[config.mk]
export PLATFORM = sky130hd
export DESIGN_NAME = axis_frame_arb
export DESIGN_NICKNAME = d
export VERILOG_FILES = /design/src/rtl/axis_frame_arb.sv
export SDC_FILE = /design/constraint.sdc
export NUM_CORES = 1
export LEC_CHECK = 0
export BUFFER_PORTS_ARGS = -buffer_cell sky130_fd_sc_hd__buf_2
export CORE_ASPECT_RATIO = 1.2
export CORE_MARGIN = 3
export CORE_UTILIZATION = 40
export CTS_CLUSTER_DIAMETER = 40
export DETAILED_ROUTE_END_ITERATION = 8
export PLACE_DENSITY = 0.75
export SLEW_MARGIN = 20
export SYNTH_ARGS = -nofsm -noshare
export SYNTH_HDL_FRONTEND = slang
export SYNTH_SLANG_ARGS = --single-unit
[constraint.sdc]
create_clock -name clk -period 1.8 [get_ports clk]
set_clock_uncertainty 0.1 [all_clocks]
set_input_delay 0.27 -clock clk [delete_from_list [all_inputs] [get_ports clk]]
set_output_delay 0.27 -clock clk [all_outputs]
set_load 0.1 [all_outputs]
[src/rtl/axis_frame_arb.sv]
// Two-source, frame-granular round-robin AXI4-Stream arbiter.
// A granted source owns the output from its first beat through tlast.
// Output is one registered stage with full tready backpressure.
// Optional per-source frame counters: define AXIS_FRAME_ARB_STATS_EN.
module axis_frame_arb #(
    parameter int unsigned DATA_W = 32,
    parameter int unsigned CNT_W  = 16
) (
    input  logic                clk,
    input  logic                rstn,
    input  logic [DATA_W-1:0]   s0_tdata,
    input  logic                s0_tvalid,
    input  logic                s0_tlast,
    output logic                s0_tready,
    input  logic [DATA_W-1:0]   s1_tdata,
    input  logic                s1_tvalid,
    input  logic                s1_tlast,
    output logic                s1_tready,
    output logic [DATA_W-1:0]   m_axis_tdata,
    output logic                m_axis_tvalid,
    output logic [DATA_W/8-1:0] m_axis_tstrb,
    output logic                m_axis_tlast,
    input  logic                m_axis_tready,
    output logic [1:0]          grant,
    output logic [CNT_W-1:0]    frame_cnt0,
    output logic [CNT_W-1:0]    frame_cnt1
);

    typedef enum logic [1:0] {
        StIdle = 2'd0,
        StGnt0 = 2'd1,
        StGnt1 = 2'd2
    } state_e;

    state_e            r_state;
    state_e            w_state_next;
    logic              r_rr_ptr;
    logic              w_rr_ptr_next;
    logic [DATA_W-1:0] r_tdata;
    logic              r_tvalid;
    logic              r_tlast;

    logic w_out_free;
    logic w_acc0;
    logic w_acc1;
    logic w_end0;
    logic w_end1;

    // Output stage can take a beat when empty or draining this cycle.
    assign w_out_free = !r_tvalid || m_axis_tready;
    assign s0_tready  = (r_state == StGnt0) && w_out_free;
    assign s1_tready  = (r_state == StGnt1) && w_out_free;
    assign w_acc0     = s0_tvalid && s0_tready;
    assign w_acc1     = s1_tvalid && s1_tready;
    assign w_end0     = w_acc0 && s0_tlast;
    assign w_end1     = w_acc1 && s1_tlast;

    assign m_axis_tdata  = r_tdata;
    assign m_axis_tvalid = r_tvalid;
    assign m_axis_tlast  = r_tlast;
    assign m_axis_tstrb  = {(DATA_W/8){1'b1}};

    // State and round-robin pointer registers.
    always_ff @(posedge clk or negedge rstn) begin
        if (!rstn) begin
            r_state  <= StIdle;
            r_rr_ptr <= 1'b0;
        end else begin
            r_state  <= w_state_next;
            r_rr_ptr <= w_rr_ptr_next;
        end
    end

    // Arbitration in IDLE; release the lock and hand priority over on tlast.
    always_comb begin
        w_state_next  = r_state;
        w_rr_ptr_next = r_rr_ptr;
        case (r_state)
            StIdle: begin
                if (s0_tvalid && (!s1_tvalid || !r_rr_ptr)) begin
                    w_state_next = StGnt0;
                end else if (s1_tvalid) begin
                    w_state_next = StGnt1;
                end
            end
            StGnt0: begin
                if (w_end0) begin
                    w_state_next  = StIdle;
                    w_rr_ptr_next = 1'b1;
                end
            end
            StGnt1: begin
                if (w_end1) begin
                    w_state_next  = StIdle;
                    w_rr_ptr_next = 1'b0;
                end
            end
            default: w_state_next = StIdle;
        endcase
    end

    // Grant is a one-hot view of the owning source.
    always_comb begin
        grant = 2'b00;
        case (r_state)
            StGnt0:  grant = 2'b01;
            StGnt1:  grant = 2'b10;
            default: grant = 2'b00;
        endcase
    end

    // Output register: load on an accepted beat, drop valid once drained.
    always_ff @(posedge clk or negedge rstn) begin
        if (!rstn) begin
            r_tdata  <= '0;
            r_tvalid <= 1'b0;
            r_tlast  <= 1'b0;
        end else if (w_acc0) begin
            r_tdata  <= s0_tdata;
            r_tlast  <= s0_tlast;
            r_tvalid <= 1'b1;
        end else if (w_acc1) begin
            r_tdata  <= s1_tdata;
            r_tlast  <= s1_tlast;
            r_tvalid <= 1'b1;
        end else if (m_axis_tready) begin
            r_tvalid <= 1'b0;
        end
    end

`ifdef AXIS_FRAME_ARB_STATS_EN
    logic [CNT_W-1:0] r_frame_cnt0;
    logic [CNT_W-1:0] r_frame_cnt1;

    // Count frames as their tlast beat leaves the source; wraps naturally.
    always_ff @(posedge clk or negedge rstn) begin
        if (!rstn) begin
            r_frame_cnt0 <= '0;
            r_frame_cnt1 <= '0;
        end else begin
            if (w_end0) r_frame_cnt0 <= r_frame_cnt0 + 1'b1;
            if (w_end1) r_frame_cnt1 <= r_frame_cnt1 + 1'b1;
        end
    end

    assign frame_cnt0 = r_frame_cnt0;
    assign frame_cnt1 = r_frame_cnt1;
`else
    assign frame_cnt0 = '0;
    assign frame_cnt1 = '0;
`endif

endmodule

==> flow_summary.ini <==
[status]
status = completed

[clock_network]
insertion_delay_ns = 0.27
htree_levels = 2
clk_pin_slew_ns = 0.07
numCtsBuffers = 5
cts_max_path_buffers = 2
cts_sinks = 37
cts_setup_buffers = 0
cts_tree = yes
cts_root_buf = clkbuf_8

[synth]
synthesis.instances = 177
yosysSeqAreaShare_pct = 38.9
synth_top_area_cell = dfrtp_1
synth_seq_cells = 37
synth.distinct_cells = 29
synth_area_leaders = dfrtp_1, mux2_4, buf_4, mux2_2, buf_8
syn-cell-area_um2 = 2380
synth_top_area_share_pct = 38.9
yosys_warnings = 0
avgSynthCellArea_um2 = 13.4

[min_path]
hold_class = in -> reg

[setup_path]
worst_path_largest_cell_delay_ns = 0.39
crit_arrival_ns = 1.38
critPathLaunchType = flip-flop
cp_max_fo = 6
cp.required_ns = 1.43
worstSetupPathType = reg -> out
critPathCaptureType = output pin
crit_chain = buf_6, and2b_2, and2_4, buf_12
slowest_stage = dfrtp_1

[place]
portBuffers = 108
place_area_um2 = 2990
gp_congestion = 0.764
dp_hpwl_um = 4110

[job]
cap_violations = 0

[global_route]
grt_util_all_layers_pct = 15.0
antenna_found_initial = 0
grt-ovfl-total = 0
grt_pass1_vias = 1695
grt_max_degree = 21
grt_pass1_wl_um = 8400

[routing]
wl_per_cell_um = 14.0
vias = 1667
antenna_left = 0
drcViolationCount = 0
vias_per_cell = 4.48
wl_um = 5200
drtIter0Drc = 22
dr.pass1.iters = 4

[cells_and_area]
area_delta_synth_final_pct = 31.4
regArea_um2 = 930
multi_input_area_um2 = 1250
drive_gt1_share_pct = 66.1
final_common_cell = buf_2
nNetsFinal = 362
final_area_um2 = 3120
layout_common_cells = buf_2, mux2_4, conb_1, dfrtp_1, buf_12
num_antenna_cells = 0
n_fill_cell = 517

[timing]
final.period_utilization_pct = 97.0
hold_viol_final = 0
setup_viol = 0
rsz0062_at_grt = false
tns_ns = 0
min_period_ns = 1.75
max_freq_mhz = 573
timing.hold.ws_ns = 0.170
maxSlewViolCount = 0

[floorplan]
die_area_um2 = 6910
core_um2 = 5710
start_util_pct = 41.7
rows = 30
die_w_um = 76.4
die_h_um = 90.5
top_level_ports = 145
routing by layer:
layer | vias up | part of all wire (%) | track usage (%)
li1 | 769 | - | -
met2 | 78 | 54 | 27.9
met1 | 813 | 38 | 16.5
met5 | - | 0 | 0
met4 | 0 | 0.90 | 3.93
met3 | 7 | 7.1 | 4.49
per-stage QoR:
stage	utilization (%)	setup WS, ns	std cells
detailed placement	52.4	0.0610	363
finish	54.8	0.0534	372
CTS	54.6	0.0216	372
global route	54.8	0.00292	372
floorplan	-	-0.0379	211
global placement	52.4	0.135	363
Yosys cell counts:
cell type	number
conb_1	2
inv_1	2
nand2b_1	2
o21ai_0	1
a21oi_4	1
mux2_1	1
nand3_1	2
mux2_2	9
nor3_1	3
nand3b_1	3
and2_1	1
buf_8	2
dfrtp_1	37
o21a_1	1
nor2_1	1
clkbuf_1	1
a31oi_1	2
nand2_1	2
o31ai_1	2
or2b_1	1
buf_4	39
a21oi_1	2
and4_1	1
buf_6	2
nor2b_1	1
and2b_1	1
nor3b_1	1
nand4_1	2
mux2_4	52
cell type report:
cell class / count / share of cell area [%]
multi-input combinational: 128 / 40.2
tap: 80 / 3.20
clock inverter: 1 / 0.961
inverter: 2 / 0.360
sequential: 37 / 29.8
clock buffer: 7 / 2.76
timing repair buffer: 117 / 22.8
path summary, 6_finish.rpt:
path	slack, ns	startpoint	cells past startpoint	to
worst max-delay path	0.05	r_state[1]$_DFFE_PN0P_	4	s0_tready
max in group asynchronous	0.62	rstn	3	m_axis_tdata[11]$_DFFE_PN0P_
worst max register to register	0.07	r_state[0]$_DFFE_PN0P_	4	m_axis_tdata[2]$_DFFE_PN0P_
worst min register to register	0.41	m_axis_tdata[17]$_DFFE_PN0P_	1	m_axis_tdata[17]$_DFFE_PN0P_
worst min-delay path	0.17	s1_tdata[0]	3	m_axis_tdata[0]$_DFFE_PN0P_
min in group asynchronous	0.36	rstn	2	m_axis_tdata[28]$_DFFE_PN0P_
registers in the layout (all words and copies together) (netlist names):
signal	flops
m_axis_tlast	1
r_rr_ptr	1
m_axis_tdata	32
m_axis_tvalid	1
r_state	2
logic make-up (layout without fill, tap and decap cells):
group	count (synthesis)	after routing	synth area share, %
AOI/OAI and AO/OA	9	9	2.79
buffers and inverters	46	127	15.0
DFF	37	37	38.9
muxes	62	62	37.6
other	2	36	0.316
and+or+nand+nor	21	21	5.37
worst max-delay path: cells and delay by family (launching register included):
kind,cells,cell delay [ns]
and+or+nand+nor,2,0.42
DFF,1,0.39
buffers and inverters,2,0.29
repair_timing:
action / 4_1_cts / 5_1_grt
gates resized for setup: 1 / 2
hold endpoints to repair: 17 / 0
hold buffers: 1 / 0
setup endpoints to repair: 1 / 2
Power is not shown: default switching activity piles up to over one toggle a cycle in this logic, so the estimate is an artifact.
